[src/rtl/fwd_hazard_ctrl_pkg.sv]
// rtl/fwd_hazard_ctrl_pkg.sv - forwarding source / instruction kind encodings and stage rules
package fwd_hazard_ctrl_pkg;

  localparam logic [2:0] FWD_SRC_GR      = 3'd0;
  localparam logic [2:0] FWD_SRC_EX      = 3'd1;
  localparam logic [2:0] FWD_SRC_MM1     = 3'd2;
  localparam logic [2:0] FWD_SRC_MM2_REG = 3'd3;
  localparam logic [2:0] FWD_SRC_MM2_MEM = 3'd4;
  localparam logic [2:0] FWD_SRC_WB      = 3'd5;

  localparam logic [1:0] KIND_ALU  = 2'd0;
  localparam logic [1:0] KIND_MUL  = 2'd1;
  localparam logic [1:0] KIND_LOAD = 2'd2;

  // Shadow stage slots, youngest first
  localparam logic [1:0] STG_EX  = 2'd0;
  localparam logic [1:0] STG_MM1 = 2'd1;
  localparam logic [1:0] STG_MM2 = 2'd2;
  localparam logic [1:0] STG_WB  = 2'd3;
  localparam int         N_STG   = 4;

  // Only ALU results exist before MM2; MUL and LOAD results appear in MM2.
  function automatic logic stage_ready(input logic [1:0] stg, input logic [1:0] kind);
    return (kind == KIND_ALU) || (stg == STG_MM2) || (stg == STG_WB);
  endfunction

  function automatic logic [2:0] stage_src(input logic [1:0] stg, input logic [1:0] kind);
    logic [2:0] src;
    case (stg)
      STG_EX:  src = FWD_SRC_EX;
      STG_MM1: src = FWD_SRC_MM1;
      STG_MM2: src = (kind == KIND_LOAD) ? FWD_SRC_MM2_MEM : FWD_SRC_MM2_REG;
      default: src = FWD_SRC_WB;
    endcase
    return src;
  endfunction

endpackage

[src/rtl/fwd_sel_lookup.sv]
// rtl/fwd_sel_lookup.sv - per-operand forwarding source select and stall detect
module fwd_sel_lookup
  import fwd_hazard_ctrl_pkg::*;
#(
  parameter int NREG_W = 5
) (
  input  logic [NREG_W-1:0]            idx,
  input  logic                         rd_en,
  input  logic [N_STG-1:0]             ent_valid,
  input  logic [N_STG-1:0]             ent_we,
  input  logic [N_STG-1:0][NREG_W-1:0] ent_dest,
  input  logic [N_STG-1:0][1:0]        ent_kind,
  output logic [2:0]                   fwd_ctrl,
  output logic                         stall
);

  logic hit;

  // The first (youngest) matching producer decides; older entries are ignored
  // even when the youngest one cannot forward yet.
  always_comb begin
    fwd_ctrl = FWD_SRC_GR;
    stall    = 1'b0;
    hit      = 1'b0;
    if (rd_en && (idx != '0)) begin
      for (int s = 0; s < N_STG; s++) begin
        if (!hit && ent_valid[s] && ent_we[s] && (ent_dest[s] == idx)) begin
          hit = 1'b1;
          if (stage_ready(2'(s), ent_kind[s])) begin
            fwd_ctrl = stage_src(2'(s), ent_kind[s]);
          end else begin
            stall = 1'b1;
          end
        end
      end
    end
  end

endmodule

[src/rtl/fwd_hazard_ctrl.sv]
// rtl/fwd_hazard_ctrl.sv - EX/MM1/MM2/WB destination scoreboard driving ID forwarding selects
module fwd_hazard_ctrl
  import fwd_hazard_ctrl_pkg::*;
#(
  parameter int NREG_W = 5,
  parameter int CNT_W  = 32
) (
  input  logic              clk,
  input  logic              resetn,
  input  logic              id_valid,
  input  logic [NREG_W-1:0] id_rj,
  input  logic              id_rj_rd,
  input  logic [NREG_W-1:0] id_rk,
  input  logic              id_rk_rd,
  input  logic [NREG_W-1:0] id_dest,
  input  logic              id_we,
  input  logic [1:0]        id_kind,
  input  logic              pipe_hold,
  input  logic              id_flush,
  output logic [2:0]        fwd_ctrl_a,
  output logic [2:0]        fwd_ctrl_b,
  output logic              id_stall,
  output logic [CNT_W-1:0]  stall_cnt
);

  logic [N_STG-1:0]             ent_valid_q, ent_valid_d;
  logic [N_STG-1:0]             ent_we_q,    ent_we_d;
  logic [N_STG-1:0][NREG_W-1:0] ent_dest_q,  ent_dest_d;
  logic [N_STG-1:0][1:0]        ent_kind_q,  ent_kind_d;
  logic [CNT_W-1:0]             stall_cnt_q, stall_cnt_d;

  logic stall_a;
  logic stall_b;

  fwd_sel_lookup #(.NREG_W(NREG_W)) u_sel_a (
    .idx       (id_rj),
    .rd_en     (id_rj_rd),
    .ent_valid (ent_valid_q),
    .ent_we    (ent_we_q),
    .ent_dest  (ent_dest_q),
    .ent_kind  (ent_kind_q),
    .fwd_ctrl  (fwd_ctrl_a),
    .stall     (stall_a)
  );

  fwd_sel_lookup #(.NREG_W(NREG_W)) u_sel_b (
    .idx       (id_rk),
    .rd_en     (id_rk_rd),
    .ent_valid (ent_valid_q),
    .ent_we    (ent_we_q),
    .ent_dest  (ent_dest_q),
    .ent_kind  (ent_kind_q),
    .fwd_ctrl  (fwd_ctrl_b),
    .stall     (stall_b)
  );

  assign id_stall  = id_valid & (stall_a | stall_b);
  assign stall_cnt = stall_cnt_q;

  // A held pipeline freezes every slot, including an EX branch that flushes ID.
  always_comb begin
    ent_valid_d = ent_valid_q;
    ent_we_d    = ent_we_q;
    ent_dest_d  = ent_dest_q;
    ent_kind_d  = ent_kind_q;
    stall_cnt_d = stall_cnt_q;
    if (!pipe_hold) begin
      for (int s = 1; s < N_STG; s++) begin
        ent_valid_d[s] = ent_valid_q[s-1];
        ent_we_d[s]    = ent_we_q[s-1];
        ent_dest_d[s]  = ent_dest_q[s-1];
        ent_kind_d[s]  = ent_kind_q[s-1];
      end
      if (id_valid && !id_stall && !id_flush) begin
        ent_valid_d[STG_EX] = 1'b1;
        ent_we_d[STG_EX]    = id_we;
        ent_dest_d[STG_EX]  = id_dest;
        ent_kind_d[STG_EX]  = id_kind;
      end else begin
        ent_valid_d[STG_EX] = 1'b0;
        ent_we_d[STG_EX]    = 1'b0;
        ent_dest_d[STG_EX]  = '0;
        ent_kind_d[STG_EX]  = KIND_ALU;
      end
      if (id_stall && (stall_cnt_q != '1)) begin
        stall_cnt_d = stall_cnt_q + CNT_W'(1);
      end
    end
  end

  always_ff @(posedge clk) begin
    if (!resetn) begin
      ent_valid_q <= '0;
      ent_we_q    <= '0;
      ent_dest_q  <= '0;
      ent_kind_q  <= '0;
      stall_cnt_q <= '0;
    end else begin
      ent_valid_q <= ent_valid_d;
      ent_we_q    <= ent_we_d;
      ent_dest_q  <= ent_dest_d;
      ent_kind_q  <= ent_kind_d;
      stall_cnt_q <= stall_cnt_d;
    end
  end

endmodule

[config.mk]
export PLATFORM = sky130hd
export DESIGN_NAME = fwd_hazard_ctrl
export DESIGN_NICKNAME = d
export VERILOG_FILES = /design/src/rtl/fwd_hazard_ctrl_pkg.sv /design/src/rtl/fwd_sel_lookup.sv /design/src/rtl/fwd_hazard_ctrl.sv
export SDC_FILE = /design/constraint.sdc
export NUM_CORES = 1
export LEC_CHECK = 0
export BUFFER_PORTS_ARGS = -buffer_cell sky130_fd_sc_hd__buf_2
export CORE_MARGIN = 2
export CORE_UTILIZATION = 60
export DETAILED_ROUTE_END_ITERATION = 12
export HOLD_SLACK_MARGIN = 0.02
export PLACE_DENSITY = 0.82
export SETUP_SLACK_MARGIN = 0.4
export SYNTH_ARGS = -nofsm -noshare
export SYNTH_HDL_FRONTEND = slang
export SYNTH_SLANG_ARGS = --single-unit
[constraint.sdc]
create_clock -name clk -period 4.2 [get_ports clk]
set_input_delay 0.84 -clock clk [delete_from_list [all_inputs] [get_ports clk]]
set_output_delay 0.84 -clock clk [all_outputs]
set_load 0.02 [all_outputs]
==> reports/metrics.cfg, run 1 <==
[route]
wl_per_cell_um = 15.8
drt_iter0_drc = 130
routed_via_density = 5.94
drt_first_pass_iters = 4
drc = 0
vias = 3160
final_antenna_net_count = 0
wl_um = 8400

[power_and_ir_drop]
p_switching_mw = 0.313
sw_frac_of_total_pct = 23.8
powerDensity_nw_per_um2 = 327
p_comb_share_pct = 6.3
worst_ir_drop_vdd_v = 0.000280
total_power_mw = 1.31
pwr-share-seq_pct = 48.3
p_int_mw = 1.00
power.leakage_nw = 1.61
pwr-share-clk_pct = 45.5

[yosys]
synth_most_common_cell = dfxtp_1
ys_top_cells_by_area = dfxtp_1 38%, mux2i_1 9.4%, xnor2_1 5.5%
netlist_area_um2 = 3500
synth_area_leader_cell = dfxtp_1
avgSynthCellArea_um2 = 8.64
synth_edf_count = 0
synth_top_area_share_pct = 37.8
netlist_instances = 405
synth_ff_type = dfxtp_1
synth_common_cells = 66 x dfxtp_1, 41 x nor2_1, 33 x mux2i_1
ys_seq_elements = 66
ys_warn_count = 0
yosysUniqueCellTypes = 46
async_flop_share_pct = 0
yosysSeqAreaShare_pct = 37.8
postSynthNetCount = 431

[critical_path]
end_kind = output port
critPathSlowestCell = mux2_2
crit_type = input port to output port
critical_path.cell_chain = buf_2, xnor2_1, nand4_1, nor3_2, mux2_2, o22ai_1, and2_1, buf_2
start_kind = input port
cp_max_fo = 5
cpMostUsedCell = buf_2
critPathRequiredTime_ps = 3360
cpPeakStageDelay_ps = 400
crit_family = simple AND/OR/NAND/NOR gates
path_buf_inv = 2
crit_arrival_ps = 2700

[timing]
drv_slew = 0
timing.fmax_ghz = 0.282
setup_viol = 0
slew_headroom_pct = 42.6
finalHoldViolCount = 0
setup_slack_ps = 660
period_share_pct = 84.3
finalClockSkew_ps = 8.10
fin_crit_ps = 3540
grt_setup_unrepaired = no
fin_setup_tns_ps = 0
worst_slew_pin_slew_ps = 861

[cells_and_area]
area_delta_synth_final_pct = 14.9
diodes = 0
num-nets-final = 481
layout-drive-gt1-share_pct = 19.8

[cts]
post-cts-setup-buffers = 0
clock_sinks = 66
path_clk_slew_ps = 70
cts_tree = built
clockBufferDepth = 2
h-tree-depth = 3
clock-root-buffer = clkbuf_8
insertion_delay_ps = 350
post_cts_resized = 0
cts_hold_buf = 0
numCtsBuffers = 9

[floorplanning]
die_w_um = 80.4
core.rowCount = 27
coreArea_um2 = 5570
io_pins = 64
die-area_um2 = 6460
start_util_pct = 62.8
die_h_um = 80.4

[grt]
grt_usage_pct = 28.4
grt_pass1_wl_um = 14100
grt_overflow_total = 0
grt_max_degree = 59
grt_pass1_vias = 2976
grt_antenna_before_repair = 0

[placed_design]
routabilityCongestion = 0.964
port_buffers = 63
dpl.hpwl_um = 6210
place_ws_ps = 705

[flow_run]
cap_violations = 0

[status]
status = completed

[worst_hold_path]
min_path_type = register to register

[path summary, 6_finish.rpt]
path                  start        endpoint  slack [ps]  depth (start not counted)
min reg2reg  ent_valid_q[0]  ent_valid_q[0]         490                          1
max reg2reg   ent_dest_q[4]   stall_cnt[21]        1300                          7
max                id_rk[1]        id_stall         660                          8
min          ent_valid_q[0]  ent_valid_q[0]         490                          1
[cell type report]
| class | instances | area (µm²) |
|---|---|---|
| inverters | 2 | 7.51 |
| clock inverters | 7 | 103 |
| flip-flops and latches | 66 | 1320 |
| well taps | 72 | 90.1 |
| multi-input cells | 310 | 2040 |
| fillers | 467 | 1550 |
| repair buffers | 66 | 338 |
| clock buffers | 9 | 124 |
[metal layers]
metal	track usage, %	wire (µm)	vias to the layer above
met4	10.7	136	0
li1	-	-	1566
met5	0	0	-
met1	35.0	3590	1484
met3	6.97	506	13
met2	47.8	4170	97
[flip-flops by register name (all words and copies together) (netlist names)]
name         count
ent_dest_q      20
ent_kind_q       6
ent_valid_q      4
ent_we_q         4
stall_cnt       32
[cell usage in the layout, fill, tap and decap left out, types with 2 or more instances in the layout]
cell type  synthesis  layout
o211ai_1           4       4
o21ai_0           18      18
and2_1             4       4
and4_1             5       5
a22o_1             8       8
clkinv_4           0       3
nand3_1           15      15
or2_2              2       2
nor3_1             7       7
nor3b_1            2       2
and3_1             3       3
nand2b_1           6       6
or4_1             10      10
or3_1             19      19
nor4_1             6       6
mux2i_1           33      33
dfxtp_1           66      66
nand2_1           24      24
o21ai_1            3       3
buf_4              1       3
nor2_1            41      41
mux2_2             2       2
xor2_1            19      19
buf_2             11      63
o31ai_1            3       3
a21oi_1           23      23
bufinv_16          0       2
clkbuf_8           0       9
xnor2_1           22      22
nand4_1           16      16
nor3_2             2       2
[worst reg2reg max path: stages, from the launching register on]
cell     delay, ps
dfxtp_1        480
xnor2_1        160
nand4_1        150
nor3_2         370
mux2_2         400
o22a_2         530
or4_1          590
a21oi_1        150
[kinds of logic after synthesis]
kind of cell             after synthesis  share of synthesized area (%)
multiplexers                          35                           10.1
AND/OR/NAND/NOR                      168                           26.3
AO/OA/AOI/OAI                         65                           11.2
buffers and inverters                 29                           4.04
adder cells (fa/ha/maj)                1                          0.357
XOR/XNOR                              41                           10.3
flip-flops                            66                           37.8
[power groups by stage]
stage	combinational [mW]	sequential [mW]	clock (mW)
floorplan	0.0614	0.647	0
global placement	0.0812	0.649	0
detailed placement	0.0814	0.649	0
CTS	0.0820	0.635	0.609
global route	0.0893	0.635	0.637
finish	0.0824	0.635	0.598
[metrics by stage]
stage	hold WS [ps]	instances	utilization, %	instance area (µm²)
2_1_floorplan	449	405	-	3500
3_3_place_gp	468	516	68.1	3790
3_5_place_dp	481	516	68.1	3790
4_1_cts	492	532	72.1	4020
5_1_grt	525	532	72.1	4020
6_report	490	532	72.1	4020
No activity file was read; power rests on OpenSTA's default activity.
==> run 2, diff against run 1 <==
--- a/config.mk
+++ b/config.mk
@@ -7,10 +7,10 @@
 export LEC_CHECK = 0
 export BUFFER_PORTS_ARGS = -buffer_cell sky130_fd_sc_hd__buf_2
 export CORE_MARGIN = 2
-export CORE_UTILIZATION = 60
+export CORE_UTILIZATION = 56
 export DETAILED_ROUTE_END_ITERATION = 12
 export HOLD_SLACK_MARGIN = 0.02
-export PLACE_DENSITY = 0.82
+export PLACE_DENSITY = 0.77
 export SETUP_SLACK_MARGIN = 0.4
 export SYNTH_ARGS = -nofsm -noshare
 export SYNTH_HDL_FRONTEND = slang
==> constraint.sdc (replaced) <==
create_clock -name clk -period 3.6 [get_ports clk]
set_input_delay 0.72 -clock clk [delete_from_list [all_inputs] [get_ports clk]]
set_output_delay 0.72 -clock clk [all_outputs]
set_load 0.02 [all_outputs]
==> reports/metrics.cfg, run 2 (synthesis results as in run 1) <==
[status]
status = completed

[timing]
period_share_pct = 85.9
setup_viol = 0  ; unchanged
setup_slack_ps = 506  ; -153 ps
worst_slew_pin_slew_ps = 838  ; -23.2 ps
finalClockSkew_ps = 9.44  ; +1.34 ps
fin_setup_tns_ps = 0  ; unchanged
timing.fmax_ghz = 0.323
fin_crit_ps = 3090
drv_slew = 0  ; unchanged
grt_setup_unrepaired = no
hold_ws_ps = 492  ; +2.00 ps
slew_headroom_pct = 44.1  ; +1.5 points
finalHoldViolCount = 0  ; unchanged

[floorplanning]
start_util_pct = 58.4  ; -4.4 points
coreArea_um2 = 5990  ; +7.5%
die-area_um2 = 6900  ; +6.8%
die_h_um = 83.1  ; +3.3%
die_w_um = 83.1  ; +3.3%
io_pins = 64  ; unchanged
core.rowCount = 28  ; +3.7%

[cts]
clock-root-buffer = clkbuf_8
h-tree-depth = 3  ; unchanged
path_clk_slew_ps = 70  ; about the same
clockBufferDepth = 2  ; unchanged
numCtsBuffers = 9  ; unchanged
cts_tree = built
clock_sinks = 66  ; unchanged
insertion_delay_ps = 340  ; about the same

[flow_run]
cap_violations = 0  ; unchanged

[grt]
grt_max_degree = 59  ; unchanged
grt_pass1_wl_um = 13800  ; -2.2%
grt_antenna_before_repair = 0  ; unchanged
grt_pass1_vias = 2900  ; -2.6%
grt_overflow_total = 0  ; unchanged
grt_usage_pct = 24.2  ; -4.2 points

[route]
vias = 3112  ; -1.5%
wl_per_cell_um = 15.3  ; -3.3%
routed_via_density = 5.82  ; -2.1%
final_antenna_net_count = 0  ; unchanged
drc = 0  ; unchanged
drt_iter0_drc = 179  ; +38%
wl_um = 8170  ; -2.7%
drt_first_pass_iters = 4  ; unchanged

[worst_hold_path]
hold_path_end = stall_cnt[15]
whs_path_depth = 2  ; +1
min_path_type = register to register
worstHoldStart = stall_cnt[15]

[critical_path]
cp_max_fo = 5  ; unchanged
rr_worst_depth = 8  ; +1
crit_arrival_ps = 2370  ; -330 ps
end_kind = output port
start_kind = input port
cpMostUsedCell = buf_2
critical_path.cell_chain = buf_2, xnor2_1, nand4_1, nor3_2, mux2_2, o22ai_2, and2_1, buf_2
critPathRequiredTime_ps = 2880  ; -480 ps
critPathSlowestCell = mux2_2
r2r_end = stall_cnt[27]
crit_type = input port to output port
cpPeakStageDelay_ps = 390  ; about the same
reg2reg_from = stall_cnt[0]
ff2ff_setup_slack_ps = 740  ; -560 ps

[cells_and_area]
final_common_cell = dfxtp_1
multiInputGateArea_um2 = 2050  ; +0.86%
final_util_pct = 66.9  ; -5.2 points
diodes = 0  ; unchanged
layout-drive-gt1-share_pct = 20.0  ; +0.22 points
ff_latch_area_um2 = 1320  ; unchanged
n_fill_cell = 526  ; +13%
largest_reg_flops = 32  ; unchanged
final_cell_mix = 66 x dfxtp_1, 63 x buf_2, 41 x nor2_1, 33 x mux2i_1, 24 x nand2_1
area_delta_synth_final_pct = 14.6
num-nets-final = 481  ; unchanged

[power_and_ir_drop]
power.leakage_nw = 1.62  ; +0.15%
powerDensity_nw_per_um2 = 365  ; +12%
worst_ir_drop_vdd_v = 0.000239  ; -15%

[placed_design]
dpl.hpwl_um = 5930  ; -4.5%
routabilityCongestion = 0.891  ; -7.6%
place_ws_ps = 336  ; -369 ps
port_buffers = 63  ; unchanged

-- run 2: repair_timing --
action	4_1_cts	5_1_grt
resized for setup	2	1
hold buffers	0	0
endpoints found under the setup margin	1	1
buffers inserted	0	0
hold endpoints to repair	0	0
pin swaps	0	1
-- run 2: through the flow --
step	std cells	cell area, µm²	power, mW
6_report	535	4010	1.46
5_1_grt	535	4010	1.52
4_1_cts	535	4000	1.47
3_5_place_dp	519	3800	0.852
3_3_place_gp	519	3800	0.851
2_1_floorplan	405	3500	0.827
-- run 2: final cells by class --
| type | count | share of cell area (%) |
|---|---|---|
| tap | 75 | 2.34 |
| clock inverter | 5 | 1.34 |
| inverter | 2 | 0.187 |
| multi-input combinational | 310 | 51.2 |
| timing repair buffer | 66 | 8.42 |
| clock buffer | 11 | 3.53 |
| sequential | 66 | 32.9 |
-- run 2: report_power, final --
group / switching (mW) / internal (mW) / leakage, nW
Combinational: 0.0569 / 0.0398 / 0.981
Sequential: 0.00597 / 0.734 / 0.532
Clock: 0.291 / 0.337 / 0.103
Total: 0.354 / 1.11 / 1.62
-- run 2: per-layer routing --
layer	global-route usage, %	routed length (µm)	up-vias
met1	30.8	3550	1466
li1	-	-	1557
met3	6.36	432	8
met5	0	0	-
met4	7.30	75	0
met2	40.2	4110	81
-- run 2: worst max-delay path by stage --
| stage | from | endpoint | slack (ps) | cells after the start |
|---|---|---|---|---|
| global route | id_rj[3] | id_stall | 400 | 8 |
| global placement | id_rj[3] | id_stall | 370 | 8 |
| detailed placement | id_rj[2] | id_stall | 340 | 8 |
| CTS | id_rk[0] | id_stall | 400 | 8 |
| finish | id_rj[2] | id_stall | 510 | 8 |
| floorplan | id_rk[4] | fwd_ctrl_b[2] | 570 | 7 |
-- run 2: worst max-delay path, delay by kind of cell --
kind,cells,cell delay [ps]
AND/OR/NAND/NOR,3,620
multiplexers,1,390
buffers and inverters,2,290
AO/OA/AOI/OAI,1,210
XOR/XNOR,1,140
